## config.mk

```make
export PLATFORM = sky130hd
export DESIGN_NAME = dmem_ctrl
export DESIGN_NICKNAME = d
export VERILOG_FILES = /design/src/rtl/dmem_ctrl.sv
export SDC_FILE = /design/constraint.sdc
export NUM_CORES = 1
export LEC_CHECK = 0
export ABC_AREA = 1
export BUFFER_PORTS_ARGS = -buffer_cell sky130_fd_sc_hd__buf_2
export CELL_PAD_IN_SITES_DETAIL_PLACEMENT = 0
export CELL_PAD_IN_SITES_GLOBAL_PLACEMENT = 1
export CORE_MARGIN = 3
export CORE_UTILIZATION = 35
export DETAILED_ROUTE_END_ITERATION = 6
export MAX_ROUTING_LAYER = met4
export PLACE_DENSITY = 0.89
export SYNTH_ARGS = -nofsm -noshare
export SYNTH_HDL_FRONTEND = slang
export SYNTH_SLANG_ARGS = --single-unit
export TNS_END_PERCENT = 5
```

## constraint.sdc

```tcl
create_clock -name clk -period 2.1 [get_ports clk]
set_input_delay 0.105 -clock clk [delete_from_list [all_inputs] [get_ports clk]]
set_output_delay 0.105 -clock clk [all_outputs]
set_load 0.02 [all_outputs]
```

## src/rtl/dmem_ctrl.sv

```systemverilog
// dmem_ctrl: load/store front-end between the core LSU and a word-wide data RAM.
// Turns byte-addressed LB/LH/LW/LBU/LHU/SB/SH/SW requests into RAM word
// address, byte strobes and lane-replicated write data. It waits for the RAM's
// registered completion and returns extended load data over a valid/ready
// response. Range, size, alignment and timeout errors never touch the RAM.
//
// Optional feature macro: DMEM_MISALIGN_CHECK_EN
//   defined   - misaligned half/word accesses are rejected with rsp_err.
//   undefined - misaligned accesses are aligned down and proceed.
//
// Ports
//   clk, rst_n        clock (rising edge), asynchronous active-low reset
//   req_valid/ready   request handshake (ready only in IDLE)
//   req_we            1 = store, 0 = load
//   req_size          00 byte, 01 half, 10 word, 11 illegal
//   req_unsigned      zero-extend byte/half loads
//   req_addr          byte address
//   req_wdata         right-aligned store data
//   rsp_valid/ready   response handshake; data/err held until rsp_ready
//   rsp_rdata         extended load data, 0 for stores and errors
//   rsp_err           access error
//   ram_ce/we/wstrb   RAM enable, write enable, byte strobes
//   ram_addr          RAM word address
//   ram_wdata         lane-replicated store data
//   ram_rdata         RAM read word
//   ram_rdata_valid   RAM completion, one cycle after ram_ce
module dmem_ctrl #(
    parameter int unsigned ADDR_WIDTH = 12,
    parameter logic [31:0] BASE_ADDR  = 32'h2000_0000,
    parameter int unsigned TIMEOUT    = 8
) (
    input  logic                  clk,
    input  logic                  rst_n,
    input  logic                  req_valid,
    output logic                  req_ready,
    input  logic                  req_we,
    input  logic [1:0]            req_size,
    input  logic                  req_unsigned,
    input  logic [31:0]           req_addr,
    input  logic [31:0]           req_wdata,
    output logic                  rsp_valid,
    input  logic                  rsp_ready,
    output logic [31:0]           rsp_rdata,
    output logic                  rsp_err,
    output logic                  ram_ce,
    output logic                  ram_we,
    output logic [3:0]            ram_wstrb,
    output logic [ADDR_WIDTH-1:0] ram_addr,
    output logic [31:0]           ram_wdata,
    input  logic [31:0]           ram_rdata,
    input  logic                  ram_rdata_valid
);

    localparam int unsigned CNT_W = (TIMEOUT < 2) ? 1 : $clog2(TIMEOUT);
    localparam logic [CNT_W-1:0] CNT_LAST = CNT_W'(TIMEOUT - 1);

    typedef enum logic [1:0] {
        S_IDLE,
        S_ACCESS,
        S_WAIT,
        S_RESP
    } state_t;

    state_t           state;
    logic [CNT_W-1:0] wait_cnt;

    // Registered request fields needed to format the returning load data.
    logic             we_q;
    logic [1:0]       size_q;
    logic             uns_q;
    logic [1:0]       off_q;

    logic             req_err_c;
    logic             misalign_c;
    logic [3:0]       acc_wstrb_c;
    logic [31:0]      acc_wdata_c;
    logic [31:0]      load_data_c;
    logic [7:0]       load_byte_c;
    logic [15:0]      load_half_c;

    // Alignment check on the incoming request.
    always_comb begin
        misalign_c = 1'b0;
`ifdef DMEM_MISALIGN_CHECK_EN
        if (req_size == 2'b01) begin
            misalign_c = req_addr[0];
        end else if (req_size == 2'b10) begin
            misalign_c = (req_addr[1:0] != 2'b00);
        end
`endif
    end

    // Request check and lane mapping, evaluated at accept time.
    always_comb begin
        req_err_c = (req_addr[31:ADDR_WIDTH+2] != BASE_ADDR[31:ADDR_WIDTH+2])
                  || (req_size == 2'b11) || misalign_c;
        acc_wstrb_c = 4'b0000;
        acc_wdata_c = 32'h0;
        if (req_we) begin
            case (req_size)
                2'b00: begin
                    acc_wstrb_c = 4'b0001 << req_addr[1:0];
                    acc_wdata_c = {4{req_wdata[7:0]}};
                end
                2'b01: begin
                    acc_wstrb_c = req_addr[1] ? 4'b1100 : 4'b0011;
                    acc_wdata_c = {2{req_wdata[15:0]}};
                end
                default: begin
                    acc_wstrb_c = 4'b1111;
                    acc_wdata_c = req_wdata;
                end
            endcase
        end
    end

    // Lane select and sign/zero extension of the returning RAM word.
    always_comb begin
        load_byte_c = ram_rdata[{off_q, 3'b000} +: 8];
        load_half_c = ram_rdata[{off_q[1], 4'b0000} +: 16];
        load_data_c = ram_rdata;
        case (size_q)
            2'b00:   load_data_c = uns_q ? {24'h0, load_byte_c}
                                         : {{24{load_byte_c[7]}}, load_byte_c};
            2'b01:   load_data_c = uns_q ? {16'h0, load_half_c}
                                         : {{16{load_half_c[15]}}, load_half_c};
            default: load_data_c = ram_rdata;
        endcase
        if (we_q) begin
            load_data_c = 32'h0;
        end
    end

    // Control FSM with registered outputs.
    always_ff @(posedge clk or negedge rst_n) begin
        if (!rst_n) begin
            state     <= S_IDLE;
            wait_cnt  <= '0;
            we_q      <= 1'b0;
            size_q    <= 2'b00;
            uns_q     <= 1'b0;
            off_q     <= 2'b00;
            req_ready <= 1'b1;
            rsp_valid <= 1'b0;
            rsp_rdata <= 32'h0;
            rsp_err   <= 1'b0;
            ram_ce    <= 1'b0;
            ram_we    <= 1'b0;
            ram_wstrb <= 4'b0000;
            ram_addr  <= '0;
            ram_wdata <= 32'h0;
        end else begin
            case (state)
                S_IDLE: begin
                    if (req_valid) begin
                        we_q      <= req_we;
                        size_q    <= req_size;
                        uns_q     <= req_unsigned;
                        off_q     <= req_addr[1:0];
                        req_ready <= 1'b0;
                        if (req_err_c) begin
                            rsp_valid <= 1'b1;
                            rsp_err   <= 1'b1;
                            rsp_rdata <= 32'h0;
                            state     <= S_RESP;
                        end else begin
                            ram_ce    <= 1'b1;
                            ram_we    <= req_we;
                            ram_wstrb <= acc_wstrb_c;
                            ram_addr  <= req_addr[ADDR_WIDTH+1:2];
                            ram_wdata <= acc_wdata_c;
                            state     <= S_ACCESS;
                        end
                    end
                end
                S_ACCESS: begin
                    ram_ce    <= 1'b0;
                    ram_we    <= 1'b0;
                    ram_wstrb <= 4'b0000;
                    ram_addr  <= '0;
                    ram_wdata <= 32'h0;
                    wait_cnt  <= '0;
                    state     <= S_WAIT;
                end
                S_WAIT: begin
                    if (ram_rdata_valid) begin
                        rsp_valid <= 1'b1;
                        rsp_err   <= 1'b0;
                        rsp_rdata <= load_data_c;
                        state     <= S_RESP;
                    end else if (wait_cnt == CNT_LAST) begin
                        rsp_valid <= 1'b1;
                        rsp_err   <= 1'b1;
                        rsp_rdata <= 32'h0;
                        state     <= S_RESP;
                    end else begin
                        wait_cnt <= wait_cnt + CNT_W'(1);
                    end
                end
                S_RESP: begin
                    if (rsp_ready) begin
                        rsp_valid <= 1'b0;
                        rsp_err   <= 1'b0;
                        rsp_rdata <= 32'h0;
                        req_ready <= 1'b1;
                        state     <= S_IDLE;
                    end
                end
                default: state <= S_IDLE;
            endcase
        end
    end

endmodule
```

==> impl_metrics.ini, run 1 <==
[outcome]
outcome = complete, no violations

[yosys]
ys_ff_latch = 96
synth.most_common_cell = nand2_1
netlist_top_cells_count = nand2_1 (290), dfrtp_1 (95), o21ai_0 (41)
synthArstFlopShare = 1.00
synth_top_family_by_area = simple AND/OR/NAND/NOR gates
syn-mean-instance-area_um2 = 7.84
synthesis.nets = 755
synth_compound_area_frac = 0.123
synthAdderAreaFrac = 0.0149
synth_edf_count = 0
yosys_warnings = 0
synth_ff_type = dfrtp_1
yosys.area_share.simple = 0.327
synthCells = 644
synth_area_leaders = dfrtp_1 (47%), nand2_1 (22%), o21ai_2 (5.0%)
syn_area_um2 = 5050
synthMuxAreaShare = 0
synth_area_leader_cell = dfrtp_1
synth_xor_area_frac = 0
synth_cell_type_count = 32
synth_seq_area_share = 0.476
synth_top_cell_area_share = 0.471

[power]
total_power_mw = 9.89
clockPowerShare = 0.180
switching_power_mw = 4.58
ir_drop_v = 0.000564
p_int_mw = 5.31
pwr-share-seq = 0.308
cellPowerDensity_nw_per_um2 = 1480
switching_share = 0.463
power.leakage_nw = 3.79
pwr-share-comb = 0.512

[clocking]
cts_buffer_depth = 2
cts-buffers-inserted = 9
clk_latency_ns = 0.35
htreeDepth = 3
root_buffer = clkbuf_16
cts_sinks = 96
clk_pin_slew_ns = 0.07
tritoncts = yes

[sta]
relSlewSlack = 0.615
rsz0062_at_grt = true
tightest_slew_ns = 0.576
hold_violations = 0
setup_ws_ns = 0.154
skew_ns = 0.00950
fin_setup_tns_ns = 0
slew_viol_final = 0
setup_viol = 0
fmax_mhz = 514
min_period_ns = 1.95
post-route-period-util = 0.926

[setup_path]
critical_path_class = flop to flop
crit_fanout = 6
crit_chain = inv_1, ha_2, inv_2, or2_1, nor3b_4, buf_4, buf_4, buf_4, o21ai_0, o21ai_0
cp_num_buf_inv = 5
path_delay_family = buffers and inverters
cp_num_cells = 10
rr_worst_depth = 10
critPathLaunchType = flop
crit_required_ns = 2.32
crit_arrival_ns = 2.17
critPathCaptureType = flop
slowest_delay_ns = 0.41
cp_slowest_cell = dfrtp_1
path_common_cell = buf_4

[global_routing]
grt_pass1_vias = 4868
gr-total-overflow = 0
grt_max_degree = 97
grtUsageTotal = 0.198
antenna_found_initial = 0
grt_pass1_wl_mm = 24.5

[placement]
io_buffers = 189
routabilityCongestion = 0.834
place_ws_ns = -0.231
dp_hpwl_mm = 10.8

[layout]
area_growth_pct = 32.6
final_layout_size_suffix_gt1_frac = 0.344
nets = 962
final_core_util = 0.479
antenna_cells = 0

[floorplanning]
die_y_um = 126
ios = 190
num_rows = 43
die_area_um2 = 15900
die_w_um = 126
start_util = 0.361
core_um2 = 14000

[drt]
viasPerCell = 4.67
wl_per_cell_um = 14.6
drt_wl_total_mm = 15.1
drcViolationCount = 0
firstDrtPassIters = 4
drtIter0Drc = 284
ant_nets = 0
via_count = 4838

[hold_path]
hp-class = primary input to flop
holdPathStages = 3

[job]
maxCapViolations = 0
-- kinds of logic (layout without fill, tap and decap cells) --
group,count (synthesis),in the layout
simple gates,381,382
compound gates,100,100
flops,96,96
buf+inv,61,271
fa+ha+maj,6,6
-- tightest hold or removal path, delay by kind of cell --
family                 cells  cell delay, ns
AND/OR/NAND/NOR            2            0.10
buffers and inverters      1            0.11
-- registers in the layout (all words and copies together) (netlist names) --
register   count
ram_wdata     32
rsp_rdata     32
ram_addr      12
ram_wstrb      4
wait_cnt       3
off_q          2
size_q         2
state          2
ram_ce         1
ram_we         1
req_ready      1
rsp_err        1
rsp_valid      1
uns_q          1
we_q           1
-- stage by stage --
step | std cells | area [um^2] | hold slack [ns]
floorplan | 644 | 5050 | -0.191
global placement | 999 | 6160 | 0.207
detailed placement | 999 | 6160 | 0.207
CTS | 1035 | 6670 | 0.00292
global route | 1035 | 6700 | 0.0277
finish | 1035 | 6700 | 0.0112
-- metal layers --
metal | GRT usage | part of all wire | wire, um | vias up
met5 | - | 0 | 0 | -
met4 | 0.0700 | 0.017 | 263 | 0
met3 | 0.0403 | 0.080 | 1210 | 17
met2 | 0.319 | 0.47 | 7100 | 174
met1 | 0.250 | 0.43 | 6540 | 2193
li1 | - | - | - | 2454
-- repair_timing --
action,CTS,global route
endpoints found under the hold margin,110,0
hold buffers,16,0
gates cloned,1,0
gates resized for setup,0,4
setup buffers,4,0
endpoints found under the setup margin,34,36
pin swaps,1,0
-- path summary, 6_finish.rpt --
check | slack (ns) | endpoint | startpoint
hold / removal | 0.01 | ram_wdata[3] | req_wdata[3]
min in group asynchronous | 0.33 | rsp_rdata[11] | rst_n
setup / recovery | 0.15 | state[0] | state[0]
hold reg to reg | 0.48 | ram_wdata[9] | ram_wdata[9]
max in group asynchronous | 1.33 | rsp_rdata[29] | rst_n
setup reg to reg | 0.15 | state[0] | state[0]
-- area by class of cell --
class / count / area [um^2]
clock inverters: 6 / 83.8
repair buffers: 222 / 1250
inverters: 34 / 128
flip-flops and latches: 96 / 2400
multi-input cells: 488 / 2380
fillers: 1420 / 7290
well taps: 180 / 225
clock buffers: 9 / 225
-- cells in the final DEF, fill, tap and decap left out --
master and count:
a211oi_1 1, nor3_1 3, clkinv_2 3, or2_2 11, nand2_2 13, nor2_8 1
nand4_1 8, ha_2 1, dlygate4sd3_1 16, a22o_1 2, nand2_4 5, clkbuf_16 9
dfstp_2 1, a31oi_1 1, inv_2 4, or2_1 2, nor3_4 1, nor2_1 31
nand3_2 1, dfrtp_1 95, ha_1 5, o21ai_2 29, nand2_8 1, nor3b_4 1
buf_12 1, inv_1 30, o21ai_0 41, nor2_2 1, inv_6 1, o21ai_1 7
buf_4 17, nand3b_1 1, buf_2 188, nand2_1 290, nand3_4 3, nand3_1 9
a21oi_1 19, bufinv_16 2
-- power by group through the flow --
| stage | clock [mW] | sequential, mW | combinational, mW |
|---|---|---|---|
| floorplan | 0 | 3.84 | 2.74 |
| global placement | 0 | 3.06 | 4.86 |
| detailed placement | 0 | 3.06 | 4.96 |
| CTS | 1.81 | 3.05 | 5.09 |
| global route | 1.90 | 3.15 | 5.63 |
| finish | 1.78 | 3.05 | 5.07 |
No activity file was read; power rests on OpenSTA's default activity.
==> run 2: changes to the inputs <==
--- a/config.mk
+++ b/config.mk
@@ -12,6 +12,7 @@
 export CORE_MARGIN = 3
 export CORE_UTILIZATION = 35
 export DETAILED_ROUTE_END_ITERATION = 6
+export GPL_TIMING_DRIVEN = 0
 export MAX_ROUTING_LAYER = met4
 export PLACE_DENSITY = 0.89
 export SYNTH_ARGS = -nofsm -noshare
==> impl_metrics.ini, run 2 (same netlist as run 1, synthesis figures left out) <==
[layout]
final_cell_area_um2 = 6730
final_cell_mix = nand2_1 (290), buf_2 (192), dfrtp_1 (95), o21ai_0 (41)
nets = 972
area_growth_pct = 33.2
final_layout_size_suffix_gt1_frac = 0.343
final_core_util = 0.481
antenna_cells = 0
mostFrequentLayoutCell = nand2_1
top_regs = ram_wdata (32), rsp_rdata (32), ram_addr (12)
fin_cells = 1046

[clocking]
clk_latency_ns = 0.35
root_buffer = clkbuf_16
post_cts_buffers = 0
tritoncts = yes
htreeDepth = 3
cts-buffers-inserted = 9
cts_sinks = 96
cts_buffer_depth = 2
clk_pin_slew_ns = 0.07

[global_routing]
gr-total-overflow = 0
grt_max_degree = 55
grtUsageTotal = 0.199
grt_pass1_vias = 4947
grt_pass1_wl_mm = 24.8
antenna_found_initial = 0

[sta]
relSlewSlack = 0.567
tightest_slew_ns = 0.649
skew_ns = 0.00912
post-route-period-util = 0.921
min_period_ns = 1.93
hold_violations = 0
fmax_mhz = 517
slew_viol_final = 0
setup_viol = 0

[setup_path]
crit_fanout = 10
crit_arrival_ns = 2.17
cp_num_buf_inv = 3
crit_start = state[0]
critical_path_class = flop to flop
crit_required_ns = 2.34
path_delay_family = simple AND/OR/NAND/NOR gates
r2r-start = state[0]
slowest_delay_ns = 0.39
critPathLaunchType = flop
cp_slowest_cell = dfrtp_1
timing.rr.end = rsp_rdata[23]
endpoint = rsp_rdata[23]
crit_chain = inv_1, ha_1, inv_1, nor3_4, nor3b_4, nand2_4, buf_4, nand2_1, o21ai_2
path_common_cell = inv_1
r2r_setup_slack_ns = 0.17
critPathCaptureType = flop
rr_worst_depth = 9
cp_num_cells = 9

[drt]
ant_nets = 0
via_count = 4859
drt_wl_total_mm = 15.2
drcViolationCount = 0
wl_per_cell_um = 14.5
viasPerCell = 4.65
firstDrtPassIters = 5
drtIter0Drc = 234

[floorplanning]
ios = 190
die_y_um = 126
die_area_um2 = 15900
die_w_um = 126
start_util = 0.361
num_rows = 43
core_um2 = 14000

[hold_path]
holdPathStages = 3
min_from = req_wdata[7]
hp-class = primary input to flop

[outcome]
outcome = complete, no violations

[job]
maxCapViolations = 0

[placement]
dp.cells = 1013
io_buffers = 188
routabilityCongestion = 0.844
dp_hpwl_mm = 11.5
placed_area_um2 = 6250

[power]
cellPowerDensity_nw_per_um2 = 1460
ir_drop_v = 0.000815
power.leakage_nw = 3.80
[run 2: cell types whose count changed in the layout (fill, tap and decap cells not counted), moves of 2 or more]
cell / before / now
buf_4: 17 / 8
clkbuf_1: 0 / 8
buf_6: 0 / 5
buf_2: 188 / 192
clkinvlp_4: 0 / 3
clkbuf_2: 0 / 2
[run 2: cell type report]
class                      instances  area (um^2)
sequential                        96         2400
clock buffer                       9          225
inverter                          34          128
clock inverter                     7         71.3
buffer                            27          174
multi-input combinational        487         2360
fill                            1408         7260
timing repair buffer             206         1140
tap                              180          225
[run 2: through the flow]
| step | total power, mW | hold WS [ns] | worst slack [ns] | setup TNS, ns |
|---|---|---|---|---|
| floorplan | 6.58 | -0.191 | 0.406 | 0 |
| global placement | 8.11 | 0.303 | -0.138 | -12.48 |
| detailed placement | 8.21 | 0.137 | 0.158 | 0 |
| CTS | 9.94 | 0.0109 | 0.129 | 0 |
| global route | 10.7 | 0.0217 | -0.0104 | -0.0655 |
| finish | 9.82 | 0.0184 | 0.165 | 0 |
[run 2: worst min path at each step]
| stage | to | slack, ns |
|---|---|---|
| floorplan | off_q[0] | -0.19 |
| global placement | ram_addr[11] | 0.30 |
| detailed placement | rsp_rdata[12] | 0.14 |
| CTS | ram_wdata[7] | 0.01 |
| global route | ram_wdata[7] | 0.02 |
| finish | ram_wdata[7] | 0.02 |
[run 2: where the power goes]
| part | switching, mW | internal (mW) | total (mW) |
|---|---|---|---|
| registers | 0.433 | 2.61 | 3.05 |
| logic | 3.39 | 1.72 | 5.11 |
| clock network | 0.745 | 0.924 | 1.67 |
| total | 4.56 | 5.26 | 9.82 |
[run 2: worst register-to-register path: stages (launching register included)]
cell     delay, ns
dfrtp_1       0.39
inv_1         0.09
ha_1          0.24
inv_1         0.16
nor3_4        0.08
nor3b_4       0.35
nand2_4       0.17
buf_4         0.22
nand2_1       0.08
o21ai_2       0.05
[run 2: repair_timing]
item / 4_1_cts / 5_1_grt
hold buffers: 17 / 0
endpoints found under the setup margin: 0 / 23
resized for setup: 0 / 7
endpoints found under the hold margin: 58 / 0
[run 2: metal layers]
layer | up-vias | part of all wire | GRT usage | wire length (um)
met3 | 18 | 0.069 | 0.0437 | 1050
met5 | - | 0 | - | 0
met4 | 0 | 0.015 | 0.0700 | 221
met1 | 2199 | 0.44 | 0.250 | 6660
li1 | 2470 | - | - | -
met2 | 172 | 0.48 | 0.317 | 7240
==> run 3: changes to the inputs <==
==> constraint.sdc (replaced) <==
create_clock -name clk -period 1.9 [get_ports clk]
set_input_delay 0.095 -clock clk [delete_from_list [all_inputs] [get_ports clk]]
set_output_delay 0.095 -clock clk [all_outputs]
set_load 0.02 [all_outputs]
==> impl_metrics.ini, run 3 (same netlist as run 1, synthesis figures left out) <==
[floorplanning]
die_y_um = 126
num_rows = 43
core_um2 = 14000
die_area_um2 = 15900
ios = 190
start_util = 0.361
die_w_um = 126

[sta]
tightest_slew_ns = 0.652
post-route-period-util = 0.941
relSlewSlack = 0.565
slew_viol_final = 0
skew_ns = 0.00824
fmax_mhz = 559
holdWs_ns = 0.00922
setup_viol = 0
min_period_ns = 1.79
hold_violations = 0
fin_setup_tns_ns = 0

[global_routing]
grt_pass1_wl_mm = 24.9
gr-total-overflow = 0
grt_pass1_vias = 4964
grt_max_degree = 55
antenna_found_initial = 0
grtUsageTotal = 0.199

[hold_path]
hp-class = primary input to flop
hold_path_end = ram_wdata[7]
holdPathStages = 3
min_from = req_wdata[7]

[placement]
dp_hpwl_mm = 11.5
dp.cells = 1013
routabilityCongestion = 0.844
io_buffers = 188
placed_area_um2 = 6250

[layout]
fin_cells = 1048
final_cell_mix = nand2_1 (289), buf_2 (192), dfrtp_1 (95), o21ai_0 (41), nor2_1 (30)
nets = 974
mostFrequentLayoutCell = nand2_1
final_layout_size_suffix_gt1_frac = 0.350
final_cell_area_um2 = 6810
area_growth_pct = 34.8
top_regs = ram_wdata (32), rsp_rdata (32), ram_addr (12)
final_core_util = 0.487
antenna_cells = 0

[power]
power.leakage_nw = 3.82
ir_drop_v = 0.000897
cellPowerDensity_nw_per_um2 = 1620

[setup_path]
crit_fanout = 10
r2r_setup_slack_ns = 0.11
critical_path_class = flop to flop
timing.rr.end = rsp_rdata[7]
crit_required_ns = 2.13
r2r-start = state[1]
rr_worst_depth = 9
critPathLaunchType = flop
critPathCaptureType = flop
crit_arrival_ns = 2.02

[clocking]
cts-buffers-inserted = 9
clk_pin_slew_ns = 0.07
cts_buffer_depth = 2
htreeDepth = 3
cts_sinks = 96
root_buffer = clkbuf_16
tritoncts = yes
clk_latency_ns = 0.35

[drt]
drcViolationCount = 0
via_count = 4892
ant_nets = 0
wl_per_cell_um = 14.5
drtIter0Drc = 273
firstDrtPassIters = 5
viasPerCell = 4.67
drt_wl_total_mm = 15.2

[outcome]
outcome = complete, no violations

[job]
maxCapViolations = 0
==> run 3: changes by cell type in the layout (fill, tap and decap cells not counted), sizes merged <==
cell,change
buf,+2
==> run 3: per-layer routing <==
layer | vias to the layer above | track usage | part of all wire
li1 | 2478 | - | -
met1 | 2226 | 0.250 | 0.44
met2 | 168 | 0.318 | 0.48
met3 | 20 | 0.0445 | 0.065
met4 | 0 | 0.0713 | 0.016
met5 | - | - | 0
==> run 3: stage by stage <==
step | total power, mW | setup slack (ns)
2_1_floorplan | 7.27 | 0.206
3_3_place_gp | 8.97 | -0.328
3_5_place_dp | 9.07 | -0.0416
4_1_cts | 11.0 | -0.0135
5_1_grt | 12.0 | -0.00789
6_report | 11.0 | 0.111
==> run 3: worst max path at each step <==
stage              from             to  cells after the start
6_report       state[1]   rsp_rdata[7]                      9
5_1_grt        state[0]   rsp_rdata[2]                      7
4_1_cts        state[0]  rsp_rdata[26]                      9
3_5_place_dp   state[1]  rsp_rdata[26]                      9
2_1_floorplan  state[0]  rsp_rdata[17]                      9
3_3_place_gp      rst_n  ram_wdata[17]                      1
==> run 3: worst max-delay path, stage by stage, from the launching register on <==
cell and delay [ns]:
dfrtp_1 0.42, inv_1 0.13, ha_4 0.18, inv_2 0.05
or2_1 0.22, nor3b_4 0.16, buf_6 0.14, nand3_4 0.15
buf_12 0.16, o21ai_2 0.05
==> run 3: power breakdown <==
group          internal [mW]  switching [mW]  total, mW
Sequential              2.89           0.480       3.37
Clock                   1.02           0.821       1.84
Combinational           2.02            3.81       5.82
Total                   5.92            5.11       11.0
==> run 3: what timing repair did <==
item	CTS	global route
hold endpoints to repair	58	0
buffers inserted	1	1
pin swaps	0	1
hold buffers	17	0
resized for setup	4	19
setup endpoints to repair	28	76
cloned	0	0
==> run 3: final cells by class <==
cell class / count / area, um^2
clock buffers: 9 / 225
clock inverters: 7 / 71.3
multi-input cells: 487 / 2390
plain buffers: 27 / 203
inverters: 34 / 128
well taps: 180 / 225
flip-flops and latches: 96 / 2400
fillers: 1399 / 7180
repair buffers: 208 / 1160
